## src/rtl/tmr_mc_pkg.sv

```systemverilog
// Shared definitions for the tmr_mc multi-channel timer: register map,
// control-register layout and interrupt bit placement.
package tmr_mc_pkg;

    localparam logic [5:0] TMR_MC_CR   = 6'h00;
    localparam logic [5:0] TMR_MC_PSC  = 6'h04;
    localparam logic [5:0] TMR_MC_TOP  = 6'h08;
    localparam logic [5:0] TMR_MC_CNT  = 6'h0C;
    localparam logic [5:0] TMR_MC_IR   = 6'h10;
    localparam logic [5:0] TMR_MC_IE   = 6'h14;
    localparam logic [5:0] TMR_MC_POL  = 6'h18;
    localparam logic [5:0] TMR_MC_CAP  = 6'h1C;
    localparam logic [5:0] TMR_MC_CMP0 = 6'h20;

    typedef struct packed {
        logic os;
        logic ex;
        logic en;
    } cr_t;

    // IR/IE layout: bit 0 overflow, bits ch_n..1 compare, bit ch_n+1 capture
    function automatic int ir_cmp_idx(input int ch);
        return 1 + ch;
    endfunction

    function automatic int ir_cap_idx(input int ch_n);
        return ch_n + 1;
    endfunction

    function automatic int ir_width(input int ch_n);
        return ch_n + 2;
    endfunction

endpackage

```

## src/rtl/tmr_mc_if.sv

```systemverilog
// Simple my_periph register bus: single-cycle writes, combinational reads.
interface tmr_mc_if;
    logic [5:0]  addr;
    logic        we;
    logic [31:0] wd;
    logic [31:0] rd;

    modport master (output addr, we, wd, input rd);
    modport slave  (input addr, we, wd, output rd);
endinterface

```

## src/rtl/tmr_mc_ch.sv

```systemverilog
// One compare channel: CMP register, match detect and registered
// polarity-adjusted PWM output.
module tmr_mc_ch #(
    parameter int tmr_w = 16
) (
    input  logic             clk,
    input  logic             rstn,
    input  logic             cmp_we,
    input  logic [tmr_w-1:0] wd,
    input  logic [tmr_w-1:0] cnt,
    input  logic             tick,
    input  logic             pol,
    output logic [tmr_w-1:0] cmp,
    output logic             match,
    output logic             out
);

    assign match = tick && (cnt == cmp);

    // NOTE: sequential state uses non-blocking assignments so every flop
    // samples pre-edge values regardless of process ordering.
    always_ff @(posedge clk or negedge rstn) begin
        if (!rstn) begin
            cmp <= '0;
            out <= 1'b0;
        end else begin
            if (cmp_we) cmp <= wd;
            out <= (cnt < cmp) ^ pol;
        end
    end

endmodule

```

## src/rtl/tmr_mc.sv

```systemverilog
// Multi-channel PWM/compare timer with shared prescaled up-counter.
// Define TMR_MC_CAPTURE_EN to build the tmr_in capture register.
module tmr_mc
    import tmr_mc_pkg::*;
#(
    parameter int tmr_w = 16,
    parameter int psc_w = 8,
    parameter int ch_n  = 4
) (
    input  logic            clk,
    input  logic            rstn,
    tmr_mc_if.slave         bus,
    output logic            irq,
    input  logic            tmr_in,
    output logic [ch_n-1:0] tmr_out
);

    localparam int IR_W  = ir_width(ch_n);
    localparam int CAP_B = ir_cap_idx(ch_n);

    cr_t              cr;
    logic [psc_w-1:0] psc, pc;
    logic [tmr_w-1:0] top, cnt, cap;
    logic [IR_W-1:0]  ir, ie, ir_set, ir_clr, ie_mask;
    logic [ch_n-1:0]  pol, match, cmp_we;
    logic [tmr_w-1:0] cmp_q [ch_n];
    logic [2:0]       sync;
    logic             rise, src, tick, wrap, cap_evt;
    logic             wr_cr, wr_psc, wr_top, wr_cnt, wr_ir, wr_ie, wr_pol;
    logic [3:0]       word;
    logic             unused;

    assign word   = bus.addr[5:2];
    assign unused = ^{bus.addr[1:0], bus.wd};

    assign wr_cr  = bus.we && (word == TMR_MC_CR[5:2]);
    assign wr_psc = bus.we && (word == TMR_MC_PSC[5:2]);
    assign wr_top = bus.we && (word == TMR_MC_TOP[5:2]);
    assign wr_cnt = bus.we && (word == TMR_MC_CNT[5:2]);
    assign wr_ir  = bus.we && (word == TMR_MC_IR[5:2]);
    assign wr_ie  = bus.we && (word == TMR_MC_IE[5:2]);
    assign wr_pol = bus.we && (word == TMR_MC_POL[5:2]);

    always_comb begin
        cmp_we = '0;
        for (int i = 0; i < ch_n; i++)
            cmp_we[i] = bus.we && (word == TMR_MC_CMP0[5:2] + 4'(i));
    end

    // sync[1] is the synchroniser output; rise is registered one cycle later
    always_ff @(posedge clk or negedge rstn) begin
        if (!rstn) begin
            sync <= '0;
            rise <= 1'b0;
        end else begin
            sync <= {sync[1:0], tmr_in};
            rise <= sync[1] & ~sync[2];
        end
    end

    assign src  = cr.ex ? rise : 1'b1;
    assign tick = cr.en && src && (pc == psc);
    assign wrap = tick && (cnt == top);

    always_ff @(posedge clk or negedge rstn) begin
        if (!rstn) begin
            cnt <= '0;
            pc  <= '0;
        end else if (!cr.en) begin
            cnt <= '0;
            pc  <= '0;
        end else if (wr_cnt) begin
            cnt <= bus.wd[tmr_w-1:0];
            pc  <= '0;
        end else begin
            if (src)  pc  <= (pc == psc) ? '0 : pc + psc_w'(1);
            // cnt above top runs on and wraps naturally without flagging overflow
            if (tick) cnt <= wrap ? '0 : cnt + tmr_w'(1);
        end
    end

    always_ff @(posedge clk or negedge rstn) begin
        if (!rstn) begin
            cr  <= '0;
            psc <= '0;
            top <= '1;
            ie  <= '0;
            pol <= '0;
        end else begin
            if (wr_cr)             cr     <= cr_t'(bus.wd[2:0]);
            else if (wrap && cr.os) cr.en <= 1'b0;
            if (wr_psc) psc <= bus.wd[psc_w-1:0];
            if (wr_top) top <= bus.wd[tmr_w-1:0];
            if (wr_ie)  ie  <= bus.wd[IR_W-1:0] & ie_mask;
            if (wr_pol) pol <= bus.wd[ch_n-1:0];
        end
    end

`ifdef TMR_MC_CAPTURE_EN
    assign cap_evt = rise & ~cr.ex;
    assign ie_mask = '1;

    always_ff @(posedge clk or negedge rstn) begin
        if (!rstn)        cap <= '0;
        else if (cap_evt) cap <= cnt;
    end
`else
    assign cap_evt = 1'b0;
    assign cap     = '0;
    assign ie_mask = ~(IR_W'(1) << CAP_B);
`endif

    assign ir_set = {cap_evt, match, wrap};
    assign ir_clr = wr_ir ? bus.wd[IR_W-1:0] : '0;

    // A hardware set in the same cycle as a software clear must win
    always_ff @(posedge clk or negedge rstn) begin
        if (!rstn) begin
            ir  <= '0;
            irq <= 1'b0;
        end else begin
            ir  <= (ir & ~ir_clr) | ir_set;
            irq <= |(ir & ie);
        end
    end

    for (genvar i = 0; i < ch_n; i++) begin : g_ch
        tmr_mc_ch #(.tmr_w(tmr_w)) u_ch (
            .clk    (clk),
            .rstn   (rstn),
            .cmp_we (cmp_we[i]),
            .wd     (bus.wd[tmr_w-1:0]),
            .cnt    (cnt),
            .tick   (tick),
            .pol    (pol[i]),
            .cmp    (cmp_q[i]),
            .match  (match[i]),
            .out    (tmr_out[i])
        );
    end

    always_comb begin
        bus.rd = '0;
        case (word)
            TMR_MC_CR[5:2]:  bus.rd = 32'(cr);
            TMR_MC_PSC[5:2]: bus.rd = 32'(psc);
            TMR_MC_TOP[5:2]: bus.rd = 32'(top);
            TMR_MC_CNT[5:2]: bus.rd = 32'(cnt);
            TMR_MC_IR[5:2]:  bus.rd = 32'(ir);
            TMR_MC_IE[5:2]:  bus.rd = 32'(ie);
            TMR_MC_POL[5:2]: bus.rd = 32'(pol);
            TMR_MC_CAP[5:2]: bus.rd = 32'(cap);
            default: begin
                for (int i = 0; i < ch_n; i++)
                    if (word == TMR_MC_CMP0[5:2] + 4'(i)) bus.rd = 32'(cmp_q[i]);
            end
        endcase
    end

endmodule

```

## src/flat_wrapper.sv

```systemverilog
// flat-port wrapper written by rule: the top's interface ports become plain ports
module tmr_mc_flat import tmr_mc_pkg::*;
#(
    parameter int tmr_w = 16,
    parameter int psc_w = 8,
    parameter int ch_n  = 4
)
  (clk, rstn, irq, tmr_in, tmr_out, bus_addr, bus_we, bus_wd, bus_rd);
  tmr_mc_if bus_i ();
  input  logic clk;
  input  logic rstn;
  output logic irq;
  input  logic tmr_in;
  output logic [ch_n-1:0] tmr_out;
  input wire logic [$bits(bus_i.addr)-1:0] bus_addr;
  input wire logic [$bits(bus_i.we)-1:0] bus_we;
  input wire logic [$bits(bus_i.wd)-1:0] bus_wd;
  output wire logic [$bits(bus_i.rd)-1:0] bus_rd;
  assign bus_i.addr = bus_addr;
  assign bus_i.we = bus_we;
  assign bus_i.wd = bus_wd;
  assign bus_rd = bus_i.rd;
  tmr_mc #(.tmr_w(tmr_w), .psc_w(psc_w), .ch_n(ch_n)) u_core (.clk(clk), .rstn(rstn), .bus(bus_i), .irq(irq), .tmr_in(tmr_in), .tmr_out(tmr_out));
endmodule
```

## config.mk

```make
export PLATFORM = sky130hd
export DESIGN_NAME = tmr_mc_flat
export DESIGN_NICKNAME = d
export VERILOG_FILES = /design/src/rtl/tmr_mc_pkg.sv /design/src/rtl/tmr_mc_if.sv /design/src/rtl/tmr_mc_ch.sv /design/src/rtl/tmr_mc.sv /design/src/flat_wrapper.sv
export SDC_FILE = /design/constraint.sdc
export NUM_CORES = 1
export LEC_CHECK = 0
export CORE_MARGIN = 1.5
export CORE_UTILIZATION = 35
export DETAILED_ROUTE_END_ITERATION = 10
export DONT_BUFFER_PORTS = 1
export GPL_ROUTABILITY_DRIVEN = 0
export GPL_TIMING_DRIVEN = 0
export PLACE_DENSITY_LB_ADDON = 0.25
export SYNTH_ARGS = -nofsm -noshare
export SYNTH_HDL_FRONTEND = slang
export SYNTH_SLANG_ARGS = --single-unit
export TNS_END_PERCENT = 30
```

## constraint.sdc

```tcl
create_clock -name clk -period 2.35 [get_ports clk]
set_input_delay 0.235 -clock clk [delete_from_list [all_inputs] [get_ports clk]]
set_output_delay 0.235 -clock clk [all_outputs]
set_load 0.01 [all_outputs]
```

After elaboration in Yosys (flattened, before gate mapping)
Index checks and enable logic that the tools add are counted. Widths: inputs -> output; s select.

Bits in registers: 139. Bits of input ports: 42. Output and inout port bits: 37.

Add/subtract/negate cells: 2. Order comparisons: 4. Equality and inequality tests: 19. Multiplexer cells: 17. Bitwise operators: 10. Reductions and logical operators: 22.

Operators with widths (number): $pmux 32 s8 (1); $mux 16 (8); $eq 16x16->1 (5); $lt 16x16->1 (4); $mux 8 (4); $logic_and 1x1->1 (19); $add 16x1->16 const B (1); $eq 4x3->1 const B (4); $eq 4x4->1 const B (4); $add 8x1->8 const B (1); $eq 4x2->1 const B (2); $eq 8x8->1 (1); $and 6x5->6 (1); $and 6x6->6 (1); $mux 6 (1); $ne 3x3->1 const B (2); $not 6->6 (1); $or 6x5->6 (1); $reduce_or 6->1 (1); $eq 4x1->1 const B (1); $logic_not 4->1 (1); $xor 1x1->1 (4); $mux 1 (3); $reduce_bool 2->1 (1); other kinds (2) (2).

Depth between registers and ports, before layout
Word-level depth: 8. Depth in mapped cells: 8. Gate-level depth less buffers: 7.

By module
A second synthesis with hierarchy kept.

Cells, all modules: 915. Area total of the unflattened synthesis: 8669.6 sq um.

By module, submodules not included: tmr_mc (times used 1, cells an instance 479, area each 4695.8 sq um); tmr_mc_ch (times used 4, cells an instance 109, area each 993.5 sq um).

Least setup slack after synthesis
OpenSTA, ideal clock, no wires.

Kind: flip-flop to flip-flop. Start: register u_core.cnt[4]. End: register u_core.cnt[15]. Library setup time: 0.122 ns. Arrival: 1.726 ns. Data required time: 2.228 ns. Slack: 0.502 ns. Stages on the path, launching flop included: 8. Path buffers: 2. Path through: dfrtp_1 buf_2 nand3_1 or4_1 buf_2 o21a_1 o211ai_2 nand2_1.

Cells in the longest elaborated chain, start to end: 6.

RTL lines: start: declaration (RTL line tmr_mc.sv:23) `logic [tmr_w-1:0] top, cnt, cap;`; start signal: assignment (RTL line tmr_mc.sv:73) `cnt <= bus.wd[tmr_w-1:0];`; start signal: assignment (RTL line tmr_mc.sv:78) `if (tick) cnt <= wrap ? '0 : cnt + tmr_w'(1);`; parallel branches: the longest is 2 deep, another holds $add 16x1->16; $mux 16 (*) (2 in a row) (RTL line tmr_mc.sv:78); $mux 16 (*) (RTL line tmr_mc.sv:72) `end else if (wr_cnt) begin`; $mux 16 (*) (RTL line tmr_mc.sv:69) `end else if (!cr.en) begin`.

Every way passes the cells marked *. The select of a mux whose other input is x is not followed. A chain may end at the register's enable or synchronous reset.

Worst setup path in the final report
Start: register u_core.cnt[3]. End: output port bus_rd[3].

Cells in the longest elaborated chain, start to end: 1.

RTL lines: $pmux 32 s8 (RTL line tmr_mc.sv:144) `case (word)`; end: declaration (RTL line flat_wrapper.sv:18) `output wire logic [$bits(bus_i.rd)-1:0] bus_rd;`.

Every way passes these cells.

==> results.md <==
* Power per cell area at 744 nW/µm²
* Post-synth top cells: dfrtp_1, nand2_1, inv_1, mux2_2, o21ai_0
* Async set-reset flop share out of synthesis at 100%
* H-tree Lvls at 4
* Post-Route WL at 28.9 mm
* Worst reg2reg path depth at 6
* Setup violators final at 0
* DRT Pass-1 Iters at 5
* Fin. max-slew vios at 0
* Max VDD drop at 448 µV
* Synth Instances at 926
* Final Core Density at 40.7%
* Sink Count at 139
* Total track usage at 22.6%
* Kind of critical path: flip-flop to output pin
* Syn avg cell area at 9.75 µm²
* CP endpoint kind: output pin
* Num rows at 58
* Tmin final at 2.33 ns
* Critical path launch point type: flip-flop
* Synth Flop Type: dfrtp_1
* Max Used Layer: met5
* N_diodes at 0
* Number of buffers added on ports at 0
* Final Power at 7.64 mW
* TritonCTS Buffers at 17
* Post-DP HPWL at 20.8 mm
* Seq/Total Area, Yosys at 38.8%
* Initial antenna violation count at 2
* Cts hold-fix bufs at 15
* Largest net degree at the start of global routing at 140
* Final hold viol count at 139
* Post-DRT Antenna Nets at 0
* Hold_ws at -0.497 ns
* MaxCap Viol Count at 0
* EDFF count, synth at 0
* Mean routed wirelength per cell at 21.9 µm
* Drt drc at 0
* Largest area contributor in the synthesized netlist: dfrtp_1
* LEAKAGE at 4.73 nW
* CTS tree: built
* Die height at 164 µm
* Metal3 WL at 1.65 mm
* Starting DRT DRC Count at 544
* Die X-Extent at 164 µm
* Worst min-delay path class: input pin to asynchronous set/reset pin
* Die area at 26800 µm²
* Area contributors post-synth: dfrtp_1, ha_1, mux2_2
* Fraction of layout cells with a size suffix above 1 at 20.3%
* Number of synthesized register bits at 139
* Synth-to-Final Area Change at 13.8%
* YS warnings at 0
* Top-area cell type share of the netlist area at 34.1%
* Achievable Freq at 0.430 GHz
* Final worst-path cycle share at 99.0%
* Reg-to-reg critical path startpoint: u_core.pc[3]$_DFFE_PN0P_
* Most common cell in the netlist: dfrtp_1
* Failing checks: negative hold slack
* Critical Path AT at 2.09 ns
* DR vias at 7288
* Clk_lat worst skew at 0.43 ns
* GRT Residual Overflow at 0
* Met2 routed WL at 13.3 mm
* CTS clk-pin slew, worst paths at 0.07 ns
* Unrepaired setup endpoints after global routing: true
* Design Area, Final at 10300 µm²
* Starting Density at 35.7%
* Worst slew margin at 46.9%
* Setup crit start: u_core.cnt[3]$_DFFE_PN0P_
* Placeable Area at 25300 µm²
* Root Driver: clkbuf_16
* Critical Path RT at 2.12 ns
* Vias in the first global route at 7301
* Post-DR vias/cell at 5.53
* Netlist cell types at 68
* Met1 WL at 13.0 mm
* Netlist Area Pre-Place at 9030 µm²
* Status: finished with violations
* Clock skew at 0.0105 ns
* Ports at 79
* Area post-placement at 9500 µm²
* Nets at 1084
* Slew @ Worst Pin at 0.791 ns
* Clk buf depth at 2
* Peak fanout along the critical path at 9
* First-pass GRT wire length at 44.3 mm
[cell families after synthesis]
logic type | after synthesis | synth area share [%]
AOI/OAI and AO/OA | 219 | 16.4
muxes | 100 | 12.3
xor gates and xnor gates | 31 | 3.01
buffers and inverters | 144 | 7.58
and+or+nand+nor | 226 | 12.8
other | 1 | 0.0415
DFF | 139 | 38.8
adders and majority gates | 66 | 9.15
[flip-flops by register name, indices dropped and copies added (netlist names)]
signal / flops
u_core.g_ch.u_ch.cmp: 64
u_core.cnt: 16
u_core.top: 16
u_core.pc: 8
u_core.psc: 8
u_core.ir: 6
u_core.ie: 5
u_core.g_ch.u_ch.out: 4
u_core.pol: 4
u_core.cr: 3
u_core.sync: 3
u_core.irq: 1
u_core.rise: 1
[final timing paths]
path / to / slack [ns]
max in group asynchronous: u_core.top[5]$_DFFE_PN1P_ / 2.55
hold reg to reg: u_core.sync[1]$_DFF_PN0_ / 0.35
min in group clk: u_core.cnt[2]$_DFFE_PN0P_ / 0.05
setup / recovery: bus_rd[3] / 0.02
setup reg to reg: u_core.cr[0]$_DFFE_PN0P_ / 0.15
hold / removal: u_core.cnt[11]$_DFFE_PN0P_ / -0.50
[metrics by stage]
| step | setup slack [ns] | std cells | setup TNS, ns |
|---|---|---|---|
| after CTS | 0.00890 | 1318 | 0 |
| final | 0.0225 | 1319 | 0 |
| after detailed placement | -0.102 | 1271 | -0.746 |
| after global placement | -0.0855 | 1271 | -0.659 |
| after global routing | -0.0144 | 1319 | -0.0562 |
| after floorplan | 0.502 | 941 | 0 |
[layer usage]
| metal | vias to the layer above | global-route usage [%] |
|---|---|---|
| li1 | 3401 | - |
| met1 | 3597 | 30.2 |
| met2 | 231 | 36.2 |
| met3 | 57 | 3.99 |
| met4 | 2 | 8.51 |
| met5 | - | 0 |
[placed cells by master, fill, tap and decap left out, types with 6 or more instances in the layout]
cell | synthesis | layout
dfstp_2 | 16 | 16
mux2_2 | 68 | 68
and3_1 | 6 | 6
nor2b_1 | 7 | 7
a21oi_1 | 45 | 45
clkbuf_1 | 25 | 20
xor2_1 | 26 | 26
nand2_1 | 102 | 102
nand4_1 | 20 | 20
inv_6 | 0 | 9
conb_1 | 1 | 16
clkbuf_16 | 0 | 17
nor2_1 | 24 | 24
dfrtp_1 | 123 | 120
o2bb2ai_1 | 9 | 9
a2bb2oi_1 | 10 | 10
o21ai_0 | 68 | 68
mux2i_1 | 30 | 30
ha_1 | 66 | 66
nand2b_1 | 6 | 6
buf_4 | 25 | 27
nor3_1 | 7 | 7
a22o_1 | 6 | 6
a21o_1 | 9 | 9
o211ai_2 | 8 | 8
a22oi_1 | 15 | 15
inv_1 | 70 | 70
nand3_1 | 17 | 17
dlygate4sd3_1 | 0 | 15
buf_2 | 21 | 19
o211ai_1 | 14 | 14
[layout make-up]
class	instances	area (µm²)
clock buffers	17	425
multi-input cells	658	4950
repair buffers	16	158
inverters	70	263
plain buffers	74	433
flip-flops and latches	139	3500
clock inverters	15	128
well taps	330	413
fillers	2534	15000
[where the power goes]
group / switching, mW / internal, mW / total, mW
clock: 1.21 / 1.39 / 2.60
sequential: 0.393 / 2.90 / 3.29
combinational: 0.969 / 0.780 / 1.75
total: 2.57 / 5.07 / 7.64
[critical path, stage by stage, from the launching register on]
cell	delay [ns]
dfrtp_2	0.48
buf_4	0.20
mux2_2	0.30
a221oi_2	0.36
a211oi_1	0.09
a21o_1	0.23
[repair_timing]
| item | CTS | global route |
|---|---|---|
| endpoints found under the hold margin | 220 | 139 |
| buffers inserted | 0 | 1 |
| pin swaps | 0 | 1 |
| gates resized for setup | 11 | 10 |
| endpoints found under the setup margin | 15 | 21 |
No activity file was read; power rests on OpenSTA's default activity.
